==> src/rtl/testdrive_clock_gen_multi_if.sv <==
// -----------------------------------------------------------------------------
// testdrive_clock_gen_multi_if
//   Configuration / output bundle for testdrive_clock_gen_multi.
//
//   Optional macro: TESTDRIVE_CLOCK_GEN_CYCLE_COUNT_EN adds CYCLE_CNT.
//
//   Signals (C = C_CHANNELS, W = C_DIV_WIDTH):
//     DIV_HALF  [C*W]  per-channel half-period in CLK cycles, 0 = disabled
//     PHASE     [C*W]  per-channel CLK cycles before the first toggle
//     RESTART   [C]    one-cycle pulse: re-latch config and re-run reset
//     CLK_OUT   [C]    divided clocks
//     CLK_EN    [C]    one-cycle pulse where CLK_OUT goes 0->1
//     RST_OUT   [C]    per-channel reset
//     READY     [C]    channel running with its reset released
//     CYCLE_CNT [C*32] (macro only) CLK_EN pulses counted while READY
//
//   Modports: master = testbench side, slave = generator side.
// -----------------------------------------------------------------------------
interface testdrive_clock_gen_multi_if #(
  parameter int C_CHANNELS  = 4,
  parameter int C_DIV_WIDTH = 8
);
  logic [C_CHANNELS*C_DIV_WIDTH-1:0] DIV_HALF;
  logic [C_CHANNELS*C_DIV_WIDTH-1:0] PHASE;
  logic [C_CHANNELS-1:0]             RESTART;
  logic [C_CHANNELS-1:0]             CLK_OUT;
  logic [C_CHANNELS-1:0]             CLK_EN;
  logic [C_CHANNELS-1:0]             RST_OUT;
  logic [C_CHANNELS-1:0]             READY;

`ifdef TESTDRIVE_CLOCK_GEN_CYCLE_COUNT_EN
  logic [C_CHANNELS*32-1:0]          CYCLE_CNT;

  modport master (output DIV_HALF, PHASE, RESTART,
                  input  CLK_OUT, CLK_EN, RST_OUT, READY, CYCLE_CNT);
  modport slave  (input  DIV_HALF, PHASE, RESTART,
                  output CLK_OUT, CLK_EN, RST_OUT, READY, CYCLE_CNT);
`else
  modport master (output DIV_HALF, PHASE, RESTART,
                  input  CLK_OUT, CLK_EN, RST_OUT, READY);
  modport slave  (input  DIV_HALF, PHASE, RESTART,
                  output CLK_OUT, CLK_EN, RST_OUT, READY);
`endif
endinterface

==> src/rtl/testdrive_clock_gen_multi.sv <==
// -----------------------------------------------------------------------------
// testdrive_clock_gen_multi
//   Derives C_CHANNELS divided clocks from CLK, each with a runtime
//   half-period and phase offset, plus a per-channel reset held for
//   C_RESET_CYCLES divided-clock rising edges and released in ascending
//   channel order.
//
//   Optional macro: TESTDRIVE_CLOCK_GEN_CYCLE_COUNT_EN adds a per-channel
//   32-bit count of CLK_EN pulses seen while READY.
//
//   Ports:
//     CLK  master clock, all logic on the rising edge
//     RST  synchronous reset, active high
//     bus  testdrive_clock_gen_multi_if.slave (config in, clocks/resets out)
// -----------------------------------------------------------------------------
module testdrive_clock_gen_multi #(
  parameter int C_CHANNELS         = 4,
  parameter int C_DIV_WIDTH        = 8,
  parameter bit C_CLOCK_INIT_VALUE = 1'b0,
  parameter int C_RESET_CYCLES     = 16,
  parameter bit C_RESET_POLARITY   = 1'b0
) (
  input logic                        CLK,
  input logic                        RST,
  testdrive_clock_gen_multi_if.slave bus
);
  localparam int RCNT_W = $clog2(C_RESET_CYCLES + 1);
  localparam logic [RCNT_W-1:0] RCNT_LAST = RCNT_W'(C_RESET_CYCLES - 1);
  localparam logic [RCNT_W-1:0] RCNT_MAX  = RCNT_W'(C_RESET_CYCLES);

  // Clock FSM
  localparam logic [1:0] CS_LATCH = 2'd0;
  localparam logic [1:0] CS_PHASE = 2'd1;
  localparam logic [1:0] CS_RUN   = 2'd2;
  localparam logic [1:0] CS_OFF   = 2'd3;

  // Reset FSM
  localparam logic [1:0] RS_HOLD      = 2'd0;
  localparam logic [1:0] RS_WAIT_PREV = 2'd1;
  localparam logic [1:0] RS_RELEASED  = 2'd2;

  // Cross-channel view used by the release-ordering chain.
  logic [C_CHANNELS-1:0] ready_v;
  logic [C_CHANNELS-1:0] off_v;

  for (genvar gi = 0; gi < C_CHANNELS; gi++) begin : g_ch
    logic [1:0]             clk_st;
    logic [1:0]             rst_st;
    logic [C_DIV_WIDTH-1:0] half_q;
    logic [C_DIV_WIDTH-1:0] cnt_q;     // phase countdown, then half-period countdown
    logic [RCNT_W-1:0]      rcnt_q;
    logic                   clk_out_q;
    logic                   clk_en_q;
    logic                   rst_out_q;
    logic                   ready_q;
    logic [C_DIV_WIDTH-1:0] div_in;
    logic [C_DIV_WIDTH-1:0] phase_in;
    logic                   toggle;
    logic                   rise;
    logic                   prev_done;

    assign div_in   = bus.DIV_HALF[gi*C_DIV_WIDTH +: C_DIV_WIDTH];
    assign phase_in = bus.PHASE[gi*C_DIV_WIDTH +: C_DIV_WIDTH];
    assign toggle   = (clk_st == CS_RUN) && (cnt_q == '0);
    assign rise     = toggle && !clk_out_q;

    assign ready_v[gi] = ready_q;
    assign off_v[gi]   = (clk_st == CS_OFF);

    // Ordering only gates the first release: a predecessor counts as done
    // once its reset is released or it is disabled.
    if (gi == 0) begin : g_head
      assign prev_done = 1'b1;
    end else begin : g_chain
      assign prev_done = ready_v[gi-1] | off_v[gi-1];
    end

    // NOTE: every register here uses <= so all channels see each other's
    // pre-edge state, which the ordering chain relies on.
    always_ff @(posedge CLK) begin
      // RST and RESTART reset the channel identically, so RST winning a
      // same-cycle collision needs no special priority.
      if (RST || bus.RESTART[gi]) begin
        clk_st    <= CS_LATCH;
        rst_st    <= RS_HOLD;
        half_q    <= '0;
        cnt_q     <= '0;
        rcnt_q    <= '0;
        clk_out_q <= C_CLOCK_INIT_VALUE;
        clk_en_q  <= 1'b0;
        rst_out_q <= C_RESET_POLARITY;
        ready_q   <= 1'b0;
      end else begin
        clk_en_q <= rise;

        case (clk_st)
          CS_LATCH: begin
            half_q <= div_in;
            if (div_in == '0) begin
              clk_st <= CS_OFF;
            end else if (phase_in == '0) begin
              clk_st <= CS_RUN;
              cnt_q  <= div_in - C_DIV_WIDTH'(1);
            end else begin
              clk_st <= CS_PHASE;
              cnt_q  <= phase_in - C_DIV_WIDTH'(1);
            end
          end
          CS_PHASE: begin
            if (cnt_q == '0) begin
              clk_st <= CS_RUN;
              cnt_q  <= half_q - C_DIV_WIDTH'(1);
            end else begin
              cnt_q <= cnt_q - C_DIV_WIDTH'(1);
            end
          end
          CS_RUN: begin
            // Reload to half-1 on the toggle cycle; half >= 1 here, so
            // the counter never exceeds its width.
            if (toggle) begin
              clk_out_q <= ~clk_out_q;
              cnt_q     <= half_q - C_DIV_WIDTH'(1);
            end else begin
              cnt_q <= cnt_q - C_DIV_WIDTH'(1);
            end
          end
          default: ; // CS_OFF: parked until RESTART or RST
        endcase

        case (rst_st)
          RS_HOLD: begin
            if (rise) begin
              if (rcnt_q != RCNT_MAX) rcnt_q <= rcnt_q + RCNT_W'(1);
              if (rcnt_q == RCNT_LAST) rst_st <= RS_WAIT_PREV;
            end
          end
          RS_WAIT_PREV: begin
            if (prev_done) rst_st <= RS_RELEASED;
          end
          RS_RELEASED: begin
            // Deassert aligned to a divided-clock rising edge.
            if (rise) begin
              rst_out_q <= ~C_RESET_POLARITY;
              ready_q   <= 1'b1;
            end
          end
          default: rst_st <= RS_HOLD;
        endcase
      end
    end

    assign bus.CLK_OUT[gi] = clk_out_q;
    assign bus.CLK_EN[gi]  = clk_en_q;
    assign bus.RST_OUT[gi] = rst_out_q;
    assign bus.READY[gi]   = ready_q;

`ifdef TESTDRIVE_CLOCK_GEN_CYCLE_COUNT_EN
    logic [31:0] cyc_q;

    always_ff @(posedge CLK) begin
      if (RST || bus.RESTART[gi]) begin
        cyc_q <= '0;
      end else if (clk_en_q && ready_q) begin
        cyc_q <= cyc_q + 32'd1;  // wraps naturally at 2^32
      end
    end

    assign bus.CYCLE_CNT[gi*32 +: 32] = cyc_q;
`endif
  end
endmodule

==> src/flat_wrapper.sv <==
// flat-port wrapper written by rule: the top's interface ports become plain ports
module testdrive_clock_gen_multi_flat 
#(
  parameter int C_CHANNELS         = 4,
  parameter int C_DIV_WIDTH        = 8,
  parameter bit C_CLOCK_INIT_VALUE = 1'b0,
  parameter int C_RESET_CYCLES     = 16,
  parameter bit C_RESET_POLARITY   = 1'b0
)
  (CLK, RST, bus_DIV_HALF, bus_PHASE, bus_RESTART, bus_CLK_OUT, bus_CLK_EN, bus_RST_OUT, bus_READY);
  testdrive_clock_gen_multi_if #(.C_CHANNELS(C_CHANNELS), .C_DIV_WIDTH(C_DIV_WIDTH)) bus_i ();
  input logic CLK;
  input logic RST;
  input wire logic [$bits(bus_i.DIV_HALF)-1:0] bus_DIV_HALF;
  input wire logic [$bits(bus_i.PHASE)-1:0] bus_PHASE;
  input wire logic [$bits(bus_i.RESTART)-1:0] bus_RESTART;
  output wire logic [$bits(bus_i.CLK_OUT)-1:0] bus_CLK_OUT;
  output wire logic [$bits(bus_i.CLK_EN)-1:0] bus_CLK_EN;
  output wire logic [$bits(bus_i.RST_OUT)-1:0] bus_RST_OUT;
  output wire logic [$bits(bus_i.READY)-1:0] bus_READY;
  assign bus_i.DIV_HALF = bus_DIV_HALF;
  assign bus_i.PHASE = bus_PHASE;
  assign bus_i.RESTART = bus_RESTART;
  assign bus_CLK_OUT = bus_i.CLK_OUT;
  assign bus_CLK_EN = bus_i.CLK_EN;
  assign bus_RST_OUT = bus_i.RST_OUT;
  assign bus_READY = bus_i.READY;
  testdrive_clock_gen_multi #(.C_CHANNELS(C_CHANNELS), .C_DIV_WIDTH(C_DIV_WIDTH), .C_CLOCK_INIT_VALUE(C_CLOCK_INIT_VALUE), .C_RESET_CYCLES(C_RESET_CYCLES), .C_RESET_POLARITY(C_RESET_POLARITY)) u_core (.CLK(CLK), .RST(RST), .bus(bus_i));
endmodule
==> config.mk <==
export PLATFORM = sky130hd
export DESIGN_NAME = testdrive_clock_gen_multi_flat
export DESIGN_NICKNAME = d
export VERILOG_FILES = /design/src/rtl/testdrive_clock_gen_multi_if.sv /design/src/rtl/testdrive_clock_gen_multi.sv /design/src/flat_wrapper.sv
export SDC_FILE = /design/constraint.sdc
export NUM_CORES = 1
export LEC_CHECK = 0
export BUFFER_PORTS_ARGS = -buffer_cell sky130_fd_sc_hd__buf_4
export CORE_MARGIN = 10
export CORE_UTILIZATION = 30
export DETAILED_ROUTE_END_ITERATION = 10
export PLACE_DENSITY = 0.56
export SLEW_MARGIN = 0
export SYNTH_ARGS = -nofsm -noshare
export SYNTH_HDL_FRONTEND = slang
export SYNTH_SLANG_ARGS = --single-unit
==> constraint.sdc <==
create_clock -name CLK -period 7.3 [get_ports CLK]
set_input_delay 0.365 -clock CLK [delete_from_list [all_inputs] [get_ports CLK]]
set_output_delay 0.365 -clock CLK [all_outputs]
set_load 0.02 [all_outputs]
==> flow_summary.toml <==
[status]
status = "finished, final reports clean"

[placement]
dp_cells = 1309
port_buffers = 85
gp_congestion = 0.869
dp_hpwl_um = 14900
place_area_um2 = 8230

[finish]
fin_area_um2 = 8530
layout-drive-gt1-share_pct = 12.5
fin_cells = 1325
nets = 1110
diodes = 0
syn2layout_area_growth_pct = 15.3

[pwr]
power_mw = 1.56
peakVddDrop_v = 0.0000954
seq_power_share_pct = 42.6
pwr-share-comb_pct = 24.8
netSwitchingFraction_pct = 33.0
internal_power_mw = 1.05
power_density_nw_per_um2 = 183
p_leak_nw = 3.38
p_switching_mw = 0.515
clkPwrFrac_pct = 32.6

[timing]
hold_violations = 0
tightest_slew_ps = 1190
skew_ps = 7.93
setup-tns-final_ps = 0
slew_violations = 0
setup_viol = 0
rsz0062_at_grt = "no"
finalCritPeriodShare_pct = 41.4
fmax_mhz = 331
holdWs_ps = 260
finalCriticalPeriod_ps = 3020
max-slew-margin-rel_pct = 20.9

[synth]
synth_top_area_cell = "dfxtp_1"
yosys.area_share.simple_pct = 25.1
synth_area_per_cell_um2 = 7.86
synth_compound_area_share_pct = 17.9
synthAdderAreaFrac_pct = 7.45
muxShareOfSynthArea_pct = 6.45
yosysWarnings = 0
synth.area.top_cells = "dfxtp_1, ha_1, nor2_1"
synth_xor_xnor_area_share_pct = 7.70
ys_types = 60
syn-cell-area_um2 = 7390
async_flop_share_pct = 0
ys_seq_area_share_pct = 30.3
syn_nets = 1054
synthFlopType = "dfxtp_1"
synth_top_area_share_pct = 30.3
synth_edf_count = 0
synth_cells = 940
ys_ff_latch = 112
synth_top_family_by_area = "simple AND/OR/NAND/NOR gates"

[critical_path]
reg2reg_slack_ps = 4560
cp-start-kind = "input pin"
startpoint = "bus_PHASE[25]"
cp.required_ps = 7560
critPathArrivalTime_ps = 3280
rr_startpoint = "u_core.g_ch[0].cnt_q[0]$_SDFFE_PP0P_"
critPathMaxFanout = 8
crit_path_end_kind = "flop"
path_class = "input pin to flop"

[detailed_routing]
drt-total-wl_um = 19400
via_per_inst = 5.09
drt_iter0_markers = 346
ant_nets = 0
drcViolationCount = 0
vias = 6747
wire_per_inst_um = 14.7
drt_first_pass_iters = 5

[clock_tree]
cts_made_buffers = 9
tritoncts = "built"
clock_sinks = 112
cts_max_level = 3
hold_buffers = 0
ctsResizeCount = 0
clk_latency_ps = 360
clock_path_buffers = 2
clock-root-buffer = "clkbuf_16"
cts_setup_buffers = 0
cts.clk_slew.worst_paths_ps = 80

[grt]
grt_max_degree = 24
grt_antenna_before_repair = 0
grt_overflow = 0
grtUsageTotal_pct = 12.3
grt_pass1_wl_um = 32100
grt_pass1_vias = 6474

[floorplan]
dieWidth_um = 177
die_y_um = 177
die-area_um2 = 31300
core_area_um2 = 24200
num_rows = 57
boundaryPins = 86
start_util_pct = 30.5

[worst_hold_path]
hp-class = "input pin to flop"
min-delay-start = "bus_DIV_HALF[7]"

[flow_run]
drv_cap = 0
==> worst paths after layout <==
check                                                to  cells after the start
setup / recovery   u_core.g_ch[3].cnt_q[6]$_SDFFE_PP0P_                     11
hold / removal    u_core.g_ch[0].half_q[7]$_SDFFE_PP0P_                      3
setup reg to reg  u_core.g_ch[0].rcnt_q[3]$_SDFFE_PP0P_                      8
hold reg to reg   u_core.g_ch[2].rst_st[0]$_SDFFE_PP0P_                      1
==> registers in the layout, indices dropped and copies added, names as in the netlist <==
register / count
u_core.g_ch.clk_en_q: 4
u_core.g_ch.clk_out_q: 4
u_core.g_ch.clk_st: 8
u_core.g_ch.cnt_q: 32
u_core.g_ch.half_q: 32
u_core.g_ch.rcnt_q: 20
u_core.g_ch.rst_out_q: 4
u_core.g_ch.rst_st: 8
==> through the flow <==
| step | util (%) | worst slack, ps |
|---|---|---|
| floorplan | - | 4380 |
| global placement | 33.9 | 3950 |
| detailed placement | 33.9 | 3930 |
| CTS | 35.2 | 4320 |
| global route | 35.2 | 4120 |
| finish | 35.2 | 4280 |
==> synth_stat cells, types with 4 or more instances <==
library cell / instances
a21oi_1: 79
nor4_2: 4
a211o_1: 4
and2_1: 5
nand2b_1: 10
nand4_1: 7
dfxtp_1: 112
nor4_1: 17
nand3_1: 14
nand2_1: 70
o21ai_0: 52
a221oi_1: 5
clkbuf_1: 23
nor2b_1: 9
o31ai_1: 8
a211oi_1: 13
or4_1: 10
buf_4: 16
or2_2: 7
inv_1: 44
and3_1: 6
xor2_1: 25
ha_1: 44
nor2_1: 137
nor3b_1: 12
or3_1: 9
o41ai_1: 4
xnor2_1: 40
mux2i_1: 42
o211ai_1: 10
nor3_1: 34
a31oi_1: 15
mux2_2: 5
==> layout make-up <==
| class | count | area, µm² |
|---|---|---|
| multi-input combinational | 743 | 4770 |
| tap | 324 | 405 |
| clock inverter | 7 | 71.3 |
| inverter | 44 | 165 |
| fill | 2585 | 15700 |
| sequential | 112 | 2240 |
| clock buffer | 9 | 225 |
| timing repair buffer | 86 | 646 |
==> cell families after synthesis <==
group	Yosys count
AOI/OAI and AO/OA	216
xor gates and xnor gates	65
adders and majority gates	44
muxes	47
and+or+nand+nor	371
DFF	112
buffers and inverters	85
==> power by group through the flow <==
| stage | Sequential [mW] | Clock [mW] | Combinational, mW |
|---|---|---|---|
| 2_1_floorplan | 0.671 | 0 | 0.276 |
| 5_1_grt | 0.669 | 0.549 | 0.434 |
| 4_1_cts | 0.664 | 0.530 | 0.388 |
| 3_5_place_dp | 0.679 | 0 | 0.385 |
| 6_report | 0.665 | 0.509 | 0.387 |
| 3_3_place_gp | 0.678 | 0 | 0.387 |
==> cells in the final DEF (no fill, tap or decap), types with 12 or more instances in the layout <==
master / netlist / layout
buf_4: 16 / 86
ha_1: 44 / 44
xor2_1: 25 / 25
o21ai_0: 52 / 52
dfxtp_1: 112 / 112
a21oi_1: 79 / 79
nor3b_1: 12 / 12
xnor2_1: 40 / 40
nand2_1: 70 / 70
nor4_1: 17 / 17
a31oi_1: 15 / 15
nand3_1: 14 / 14
nor3_1: 34 / 34
mux2i_1: 42 / 42
inv_1: 44 / 44
a211oi_1: 13 / 13
nor2_1: 137 / 137
==> metal layers <==
layer | GRT usage [%] | part of all wire, % | vias to the layer above
li1 | - | - | 3449
met1 | 15.8 | 48 | 3124
met2 | 20.0 | 46 | 149
met3 | 2.71 | 4.5 | 25
met4 | 3.61 | 1.4 | 0
met5 | 0 | 0 | -
==> worst max-delay path, stage by stage <==
cell and delay [ps]:
buf_4 120, or4_4 560, nor4_2 610, a21oi_1 200
ha_1 240, nor3b_1 170, nand2b_1 130, mux2_2 340
a221oi_1 250, o211ai_1 110, o211a_1 190
Note: power is estimated with default switching activity, not from simulation.
